### config.mk
export PLATFORM = sky130hd
export DESIGN_NAME = dds_sweep_ctrl
export DESIGN_NICKNAME = d
export VERILOG_FILES = /design/src/rtl/dds_sweep_ctrl_pkg.sv /design/src/rtl/dds_sweep_ctrl_dwell_timer.sv /design/src/rtl/dds_sweep_ctrl.sv
export SDC_FILE = /design/constraint.sdc
export NUM_CORES = 1
export LEC_CHECK = 0
export ABC_AREA = 1
export CAP_MARGIN = 20
export CORE_MARGIN = 4
export CORE_UTILIZATION = 25
export CTS_CLUSTER_SIZE = 30
export DETAILED_ROUTE_END_ITERATION = 6
export PLACE_DENSITY = 0.44
export SETUP_SLACK_MARGIN = 0.2
export SLEW_MARGIN = 20
export SYNTH_ARGS = -nofsm -noshare
export SYNTH_HDL_FRONTEND = slang
export SYNTH_HIERARCHICAL = 1
export SYNTH_SLANG_ARGS = --single-unit
### constraint.sdc
create_clock -name clk -period 3.1 [get_ports clk]
set_clock_uncertainty 0.05 [all_clocks]
set_input_delay 0.775 -clock clk [delete_from_list [all_inputs] [get_ports clk]]
set_output_delay 0.775 -clock clk [all_outputs]
set_load 0.02 [all_outputs]
### src/rtl/dds_sweep_ctrl_pkg.sv
// Shared state encoding for the DDS sweep sequencer.
package dds_sweep_ctrl_pkg;

  typedef enum logic [1:0] {
    StIdle = 2'd0,
    StUp   = 2'd1,
    StDn   = 2'd2,
    StDone = 2'd3
  } sweep_state_e;

endpackage

### src/rtl/dds_sweep_ctrl_dwell_timer.sv
// Dwell counter: clears on load, increments on enable, flags when it reaches limit.
module dds_sweep_ctrl_dwell_timer #(
  parameter int unsigned DW = 16
) (
  input  logic          clk,
  input  logic          rst_n,
  input  logic          load,
  input  logic          en,
  input  logic [DW-1:0] limit,
  output logic [DW-1:0] cnt,
  output logic          tc
);

  logic [DW-1:0] cnt_q, cnt_d;

  always_comb begin
    cnt_d = cnt_q;
    if (load) begin
      cnt_d = '0;
    end else if (en) begin
      cnt_d = cnt_q + 1'b1;
    end
  end

  always_ff @(posedge clk or negedge rst_n) begin
    if (!rst_n) begin
      cnt_q <= '0;
    end else begin
      cnt_q <= cnt_d;
    end
  end

  assign cnt = cnt_q;
  assign tc  = (cnt_q == limit);

endmodule

### src/rtl/dds_sweep_ctrl.sv
// Linear / triangle frequency-sweep sequencer driving the DDS core K and P words.
module dds_sweep_ctrl
  import dds_sweep_ctrl_pkg::*;
#(
  parameter int unsigned KW = 32,
  parameter int unsigned PW = 11,
  parameter int unsigned NW = 16,
  parameter int unsigned DW = 16
) (
  input  logic          clk,
  input  logic          rst_n,
  input  logic          start,
  input  logic          abort,
  input  logic          mode,
  input  logic [KW-1:0] k_start,
  input  logic [KW-1:0] k_step,
  input  logic [NW-1:0] n_steps,
  input  logic [DW-1:0] dwell,
  input  logic [PW-1:0] p_offset,
  output logic [KW-1:0] K,
  output logic [PW-1:0] P,
  output logic          step_stb,
  output logic          busy,
  output logic          done
);

  sweep_state_e  state_q, state_d;
  logic [KW-1:0] k_q, k_d;
  logic [PW-1:0] p_q, p_d;
  logic          stb_q, stb_d;
  logic          busy_q, busy_d;
  logic          done_q, done_d;
  logic [NW-1:0] step_cnt_q, step_cnt_d;

  logic [KW-1:0] cfg_step_q;
  logic [NW-1:0] cfg_n_q;
  logic [DW-1:0] cfg_dwell_q;
  logic          cfg_mode_q;
  logic          cfg_load;

  logic          tmr_load, tmr_en, tmr_tc;
  logic [DW-1:0] tmr_cnt;

  dds_sweep_ctrl_dwell_timer #(
    .DW (DW)
  ) u_dwell_timer (
    .clk   (clk),
    .rst_n (rst_n),
    .load  (tmr_load),
    .en    (tmr_en),
    .limit (cfg_dwell_q),
    .cnt   (tmr_cnt),
    .tc    (tmr_tc)
  );

  always_comb begin
    state_d    = state_q;
    k_d        = k_q;
    p_d        = p_q;
    stb_d      = 1'b0;
    step_cnt_d = step_cnt_q;
    cfg_load   = 1'b0;
    tmr_load   = 1'b0;
    tmr_en     = 1'b0;

    unique case (state_q)
      StIdle: begin
        if (start && !abort) begin
          cfg_load   = 1'b1;
          k_d        = k_start;
          p_d        = p_offset;
          stb_d      = 1'b1;
          step_cnt_d = '0;
          tmr_load   = 1'b1;
          state_d    = StUp;
        end
      end
      StUp, StDn: begin
        if (abort) begin
          state_d = StIdle;
        end else if (!tmr_tc) begin
          tmr_en = 1'b1;
        end else if (step_cnt_q < cfg_n_q) begin
          k_d        = (state_q == StUp) ? k_q + cfg_step_q : k_q - cfg_step_q;
          step_cnt_d = step_cnt_q + 1'b1;
          stb_d      = 1'b1;
          tmr_load   = 1'b1;
        end else if (state_q == StUp && cfg_mode_q && cfg_n_q != '0) begin
          // Turn-around: the peak was already the last UP value, so DN starts one step below.
          k_d        = k_q - cfg_step_q;
          step_cnt_d = NW'(1);
          stb_d      = 1'b1;
          tmr_load   = 1'b1;
          state_d    = StDn;
        end else begin
          state_d = StDone;
        end
      end
      StDone: begin
        state_d = StIdle;
      end
      default: begin
        state_d = StIdle;
      end
    endcase

    busy_d = (state_d == StUp) || (state_d == StDn);
    done_d = (state_d == StDone);
  end

  always_ff @(posedge clk or negedge rst_n) begin
    if (!rst_n) begin
      state_q    <= StIdle;
      k_q        <= '0;
      p_q        <= '0;
      stb_q      <= 1'b0;
      busy_q     <= 1'b0;
      done_q     <= 1'b0;
      step_cnt_q <= '0;
    end else begin
      state_q    <= state_d;
      k_q        <= k_d;
      p_q        <= p_d;
      stb_q      <= stb_d;
      busy_q     <= busy_d;
      done_q     <= done_d;
      step_cnt_q <= step_cnt_d;
    end
  end

  // Config is frozen for the whole sweep; host writes mid-sweep are ignored.
  always_ff @(posedge clk or negedge rst_n) begin
    if (!rst_n) begin
      cfg_step_q  <= '0;
      cfg_n_q     <= '0;
      cfg_dwell_q <= '0;
      cfg_mode_q  <= 1'b0;
    end else if (cfg_load) begin
      cfg_step_q  <= k_step;
      cfg_n_q     <= n_steps;
      cfg_dwell_q <= dwell;
      cfg_mode_q  <= mode;
    end
  end

  assign K        = k_q;
  assign P        = p_q;
  assign step_stb = stb_q;
  assign busy     = busy_q;
  assign done     = done_q;

  logic unused_tmr;
  assign unused_tmr = ^tmr_cnt;

endmodule

==> out/metrics.csv <==
metric,value,unit
wl_met2,19.8,mm
top_layer_used,met4,
yosysWarnings,6,
fp.dieW,227,um
cts_tree,yes,
antenna_found_initial,1,
p_comb_share,69.3,%
coreArea,47600,sq um
irDropWorstVdd,302,uV
routed_wl,42.2,mm
ctsHoldBuffers,0,
final_nets,2180,
cp_max_fo,8,
maxCapViolCount,0,
drt_iter0_drc,567,
finalNonFillerCells,2612,
die_h,227,um
die_area,51700,sq um
p_int,7.83,mW
timing.fmax,374,MHz
clockBufferDepth,2,
cts.sinks,145,
setup_viol,0,
arrival,3.00,ns
finalHoldViolCount,0,
ys_async_sr_fraction,100,%
stdcell_area,14900,sq um
relSlewSlack,51.2,%
area_growth,23.7,%
hpwl,33.8,mm
ys_seq_elements,145,
gp_congestion,0.900,
p_sw,9.37,mW
clk-insertion-delay-late,0.48,ns
setup_slack,0.423,ns
worst_pin_slew,0.732,ns
critPathSlowestCell,dfrtp_1,
grt_max_degree,73,
cts-buffers-inserted,17,
hold_path_class,in2async,
htreeDepth,4,
cts_resized,0,
post-place-ws,0.398,ns
clkPwrFrac,12.0,%
wl_per_cell,16.2,um
ant_nets,0,
place_inst,2579,
via_count,11761,
setup_tns,0,ns
cp.required,3.43,ns
path_cells,ha_1 > a21oi_1 > nor2_1 > nor3_1 > nand2_1 > nand2_2 > nand2_4 > a21oi_1 > nand2_1 > a21oi_1 > buf_4 > nor2_4 > inv_2 > nand2_1 > nor2_4 > nand3_1 > nand2_1 > nor2_1,
cp-end-kind,flip-flop,
crit_type,reg2reg,
port_buffers,157,
fin_crit,2.68,ns
pin_count,158,
start_kind,flip-flop,
status,"complete, no violations",
synth.yosys.seq_area_share,30.2,%
fin_crit_sh,86.4,%
syn-num-nets,2037,
drc,0,
syn_inst,1840,
firstDrtPassIters,5,
grt_pass1_wl,65.6,mm
cpPeakStageDelay,0.44,ns
grt_use_total,16.7,%
root_buffer,clkbuf_16,
cts_setup_buffers,0,
synthFlopType,dfrtp_1,
placed_area,14300,sq um
num_rows,80,
cpLargestDelayFamily,simple AND/OR/NAND/NOR gates,
slew_violations,0,
cpMostUsedCell,nand2_1,
path_clk_slew,0.07,ns
drive_above_1_share,5.91,%
grt_pass1_vias,11844,
pwr-share-seq,18.7,%
synthDistinctLibCells,40,
start_util,25.2,%
p_leak,7.54,nW
rsz0062_at_grt,false,
synth_area,12000,sq um
wl_met3,1.76,mm
overflow,0,
p_sw_share,54.5,%
cellPowerDensity,1160,nW/um^2
synth_edf_count,0,
utilization,31.2,%
syn_area_per_cell,6.53,sq um
via_per_inst,4.50,
drt-met1-wl,19.7,mm
path_buf_inv,2,
[cells in the mapped netlist (15+ instances only)]
cell,number,area (sq um)
nand2_1,501,1880
inv_1,299,1120
nor2_1,244,916
a21oi_1,145,726
dfrtp_1,145,3630
nand3_1,131,656
ha_1,83,1040
o21ai_0,43,215
mux2_2,31,349
buf_2,27,135
nor3_1,25,125
xor2_1,25,219
xnor2_1,21,184
clkbuf_1,16,60.1
o21bai_1,15,113
[state kept, by name, summed over array words and instances, names as in the netlist]
signal and cells:
K 32, cfg_step_q 32, cfg_dwell_q 16, cfg_n_q 16, step_cnt_q 16, u_dwell_timer/cnt 16
P 11, state_q 2, busy 1, cfg_mode_q 1, done 1, step_stb 1
[final cells by class]
type	instances	area, sq um
Antenna cell	1	2.50
Clock buffer	21	450
Clock inverter	11	104
Fill cell	5258	32800
Inverter	303	1140
Multi-Input combinational cell	1335	6970
Sequential cell	145	3630
Tap cell	615	769
Timing Repair Buffer	181	1800
[final timing paths]
kind / start / to / slack, ns / depth (start not counted)
min in group clk: cfg_mode_q / cfg_mode_q / 0.46 / 1
worst min register to register: cfg_mode_q / cfg_mode_q / 0.46 / 1
worst min-delay path: rst_n / cfg_step_q[0] / 0.27 / 1
max in group asynchronous: rst_n / cfg_step_q[26] / 1.90 / 2
worst max-delay path: step_cnt_q[5] / u_dwell_timer/cnt[15] / 0.42 / 18
worst max register to register: step_cnt_q[5] / u_dwell_timer/cnt[15] / 0.42 / 18
[power groups by stage]
| stage | combinational (mW) | sequential, mW | clock [mW] |
|---|---|---|---|
| after global placement | 11.9 | 3.25 | 0 |
| final | 11.9 | 3.22 | 2.06 |
| after CTS | 12.0 | 3.24 | 2.16 |
| after global routing | 13.5 | 3.33 | 2.21 |
| after floorplan | 7.85 | 3.43 | 0 |
| after detailed placement | 12.0 | 3.27 | 0 |
[through the flow]
step                hold WS, ns  total power [mW]
global route              0.310              19.0
finish                    0.266              17.2
floorplan                 0.429              11.3
global placement          0.439              15.2
CTS                       0.278              17.4
detailed placement        0.443              15.2
[cells by family after synthesis]
kind of cell | after synthesis | synth area share (%)
buffers and inverters | 360 | 12.0
AO/OA/AOI/OAI | 221 | 9.89
multiplexers | 31 | 2.90
AND/OR/NAND/NOR | 952 | 32.7
XOR/XNOR | 46 | 3.35
adder cells (fa/ha/maj) | 85 | 8.97
flip-flops | 145 | 30.2
[routing by layer]
metal	global-route usage (%)	vias to the layer above
met5	0	-
met4	5.99	0
met3	3.31	45
met2	28.0	222
met1	21.4	5457
li1	-	6037
[layout by cell type (no fill, tap or decap), types with 14 or more instances in the layout]
cell / instances
nor3_1: 25
dfrtp_1: 144
nand4_1: 14
nand2_1: 501
o21bai_1: 15
nand3_1: 130
clkdlybuf4s50_1: 156
xor2_1: 25
xnor2_1: 21
buf_4: 20
a21oi_1: 145
ha_1: 82
mux2_2: 31
nor2_1: 244
inv_1: 299
clkbuf_16: 17
o21ai_0: 42
(Power assumes the default switching activity.)
==> edit 1 (same settings) <==
`k_q` no longer has a reset.
--- a/src/rtl/dds_sweep_ctrl.sv
+++ b/src/rtl/dds_sweep_ctrl.sv
@@ -112,5 +112,4 @@
     if (!rst_n) begin
       state_q    <= StIdle;
-      k_q        <= '0;
       p_q        <= '0;
       stb_q      <= 1'b0;
@@ -120,5 +119,4 @@
     end else begin
       state_q    <= state_d;
-      k_q        <= k_d;
       p_q        <= p_d;
       stb_q      <= stb_d;
@@ -127,4 +125,8 @@
       step_cnt_q <= step_cnt_d;
     end
+  end
+
+  always_ff @(posedge clk) begin
+    k_q <= k_d;
   end
 
Check against the original RTL: not equivalent (a bounded check fails within 4 cycles, from zero or initial values and one cycle with rst_n low).
==> edit 1 against the unedited design <==
Sequential share of layout area increased by 1.5 points. Routed wire length is 5.0% lower. Worst hold slack worse by 4.0 ps. Critical path depth shrank 4. Setup slack lost 7.7 ps. Total power decreased by 3.4%. Final area is 1.8% lower. Synthesized area is 1.9% lower. Fmax shrank 0.29%. Sequential cell count unchanged. Combinational power down 8%. Largest power group unchanged.
==> edit 1: results (changes against the unedited design) <==
status: finished clean
final std cells w/o fill: 2493 (-4.6%)
EDFF count, synth: 32 (+32)
register area share after synthesis: 32.1% (+2.0 points)
P_sw: 0.00881 W (-6.0%)
DR WL/cell: 16.1 um (-0.43%)
gpl congestion: 0.884 (-1.8%)
CP Max Fanout: 7 (-1)
multiplexer share of the synthesized area: 2.96% (+0.057 points)
cell count of the worst reg-to-reg path: 14 (-4)
largest family of logic cells by synthesized area: simple AND/OR/NAND/NOR gates
library cells used by synthesis: 45 (+13%)
initial antenna violation count: 4 (+3)
area post-placement: 0.0140 mm^2 (-2.3%)
Adder-Cell Fraction of Synth Area: 9.15% (+0.18 points)
Hold Crit Class: in2async
DP HPWL: 31300 um (-7.4%)
top cells by count, synth: 535 x nand2_1, 259 x inv_1, 185 x nor2_1
first-pass GRT wire length: 63100 um (-3.9%)
layout cells sized above 1: 5.68% (-0.24 points)
flop2flop setup slack: 420 ps
maximum number of pins on one net before global-route repair: 122 (+67%)
reg2reg end: K[23]
Slew HR: 58.1% (+6.9 points)
Compound-Gate Fraction of Synth Area: 9.17% (-0.72 points)
PortBufs: 157 (unchanged)
synthesized instance count: 1737 (-5.6%)
Vias/cell: 4.51 (+0.19%)
Primary FF master, synth: dfrtp_1
Synth Area in XOR/XNOR: 3.86% (+0.51 points)
Worst Setup EP: K[23]
peak supply drop: 0.432 mV (+43%)
Final #Nets: 2069 (-5.1%)
clock tree buffer depth: 2 (unchanged)
Crit Path Category: reg2reg
Synth area leaders: dfrtp_1 24%, nand2_1 17%, ha_1 8.8%
Seq group: 0.00338 W (+5%)
worst reg2reg startpoint: K[12]
total track usage: 16.0% (-0.63 points)
clock-pin slew on the worst setup and hold paths: 60 ps
asr flop ratio synth: 77.9% (-22 points)
leakage: 7.28 nW (-3.5%)
Mapped Nets: 1934 (-5.1%)
cts bufs inserted: 17 (unchanged)
drt initial violations: 531 (-6.3%)
vias in the first global route: 11500 (-2.6%)
PwrDens: 1140 mW/mm^2 (-1.6%)
combinational gate power: 0.0110 W (-8%)
Clock Latency Late Sink: 480 ps (about the same)
arrival time worst endpoint: 2870 ps (-130 ps)
edit 1: cell count changes in the layout (fill, tap and decap cells not counted), sizes merged, moves of 4 or more:
cell,before,now
nor2,253,193
nand2,510,545
inv,306,273
dfrtp,145,113
edfxtp,0,32
a21oi,147,116
nand3,134,117
buf,25,10
xor2,25,34
nor3,25,18
o21ai,45,51
nand4,14,19
o211ai,8,12
edit 1: layout make-up:
class | instances | area, um^2
Antenna cell | 1 | 2.50
Clock buffer | 18 | 450
Clock inverter | 14 | 154
Fill cell | 5187 | 32000
Inverter | 264 | 991
Multi-Input combinational cell | 1278 | 6770
Sequential cell | 145 | 3790
Tap cell | 607 | 759
Timing Repair Buffer | 166 | 1690
edit 1: per-layer routing:
layer	wire length, um	vias up	GRT usage, %
li1	-	5753	-
met2	19200	216	27.3
met1	18100	5229	20.3
met4	570	6	3.89
met5	35	-	0
met3	2180	43	4.27
edit 1: cells by family after synthesis:
kind of cell	after synthesis
multiplexers	31
buffers and inverters	314
flip-flops	145
AND/OR/NAND/NOR	911
adder cells (fa/ha/maj)	85
AO/OA/AOI/OAI	199
XOR/XNOR	52
edit 1: per-stage QoR:
step	setup WS, ps	hold WS (ps)
2_1_floorplan	567	429
3_3_place_gp	343	439
3_5_place_dp	296	448
4_1_cts	297	252
5_1_grt	192	290
6_report	415	262
edit 1: repair_timing:
item | 4_1_cts | 5_1_grt
endpoints found under the setup margin | 0 | 19
resized for setup | 0 | 6
hold endpoints to repair | 0 | 0
buffers inserted | 0 | 1
edit 1: worst max-delay path, stage by stage (launching register included):
cell and delay [ps]:
edfxtp_1 520, ha_1 500, nand2_1 170, nor2_1 180, inv_1 90, nor2_1 90
nand2_1 60, nand2_1 180, nand2_1 130, nand2_1 80, nand2_1 50, nand3_1 80
nand2_1 120, nand2_1 80, nand2_1 60
==> edit 2 (same settings) <==
Without the edit above. Change the parameter `PW` from 11 to 22.
--- a/src/rtl/dds_sweep_ctrl.sv
+++ b/src/rtl/dds_sweep_ctrl.sv
@@ -4,5 +4,5 @@
 #(
   parameter int unsigned KW = 32,
-  parameter int unsigned PW = 11,
+  parameter int unsigned PW = 22,
   parameter int unsigned NW = 16,
   parameter int unsigned DW = 16
Ports: changed (resized P and p_offset); port bits go from 158 to 180. The function was not compared with the original's and may differ.
==> edit 2 against the unedited design <==
Clock power up 9%. Setup slack improved by 42 ps. Worst hold slack got worse by 140 ps. Routed wire length grew 0.74%. Sequential cell count increased by 11. Synthesized area increased by 3.5%. Final area increased by 4.9%. Critical path depth decreased by 5. Count of clock-buffer cells in the layout is 2 lower. Die area increased by 3.3%. Total power rose by 4.2%.
==> edit 2: results (changes against the unedited design) <==
status: finished clean
leakage: 7.77 nW (+3.1%)
Synth top area share: 31.4% (+1.2 points)
met3 WL: 2070 um (+18%)
measured slew at the worst slew-check pin: 500 ps (-232 ps)
P_sw: 0.00955 W (+2.0%)
layout cells sized above 1: 6.82% (+0.91 points)
drt initial violations: 579 (+2.1%)
final worst path period need: 2630 ps (-42.4 ps)
worst reg2reg startpoint: K[11]
Mapped Nets: 2061 (+1.2%)
wl on met1: 18900 um (-3.7%)
peak supply drop: 0.445 mV (+47%)
Synth Area in XOR/XNOR: 3.38% (+0.029 points)
area post-placement: 0.0150 mm^2 (+4.7%)
top cells by count, synth: 489 x nand2_1, 296 x inv_1, 238 x nor2_1
library cells used by synthesis: 42 (+5.0%)
DR WL/cell: 15.8 um (-2.1%)
initial antenna violation count: 6 (+5)
Worst Setup EP: K[13]
placed cells: 2654 (+2.9%)
multiplexer share of the synthesized area: 3.80% (+0.90 points)
Synth area leaders: dfrtp_1 31%, nand2_1 15%, inv_1 8.9%
Final #Nets: 2217 (+1.7%)
flop2flop setup slack: 470 ps (+40 ps)
-- edit 2: cell types whose count changed in the layout (fill, tap and decap cells not counted), sizes merged, moves of 4 or more --
| cell | unedited run | this run |
|---|---|---|
| mux2 | 31 | 42 |
| nor2 | 253 | 249 |
| clkdlybuf4s50 | 156 | 178 |
| nand2 | 510 | 498 |
| dfrtp | 145 | 156 |
| buf | 25 | 19 |
| o21ai | 45 | 49 |
-- edit 2: power groups by stage --
stage               registers (W)  logic [W]  clock network, W
floorplan                 0.00377    0.00794                 0
global placement          0.00349     0.0122                 0
detailed placement        0.00352     0.0123                 0
CTS                       0.00348     0.0123           0.00235
global route              0.00358     0.0137           0.00241
finish                    0.00346     0.0122           0.00224
-- edit 2: final cells by class --
cell class / count / share of cell area [%]
Multi-Input combinational cell: 1334 / 45.6
Sequential cell: 156 / 25.0
Timing Repair Buffer: 197 / 12.8
Inverter: 303 / 7.29
Tap cell: 664 / 5.33
Clock buffer: 19 / 2.84
Clock inverter: 13 / 1.06
Antenna cell: 3 / 0.0481
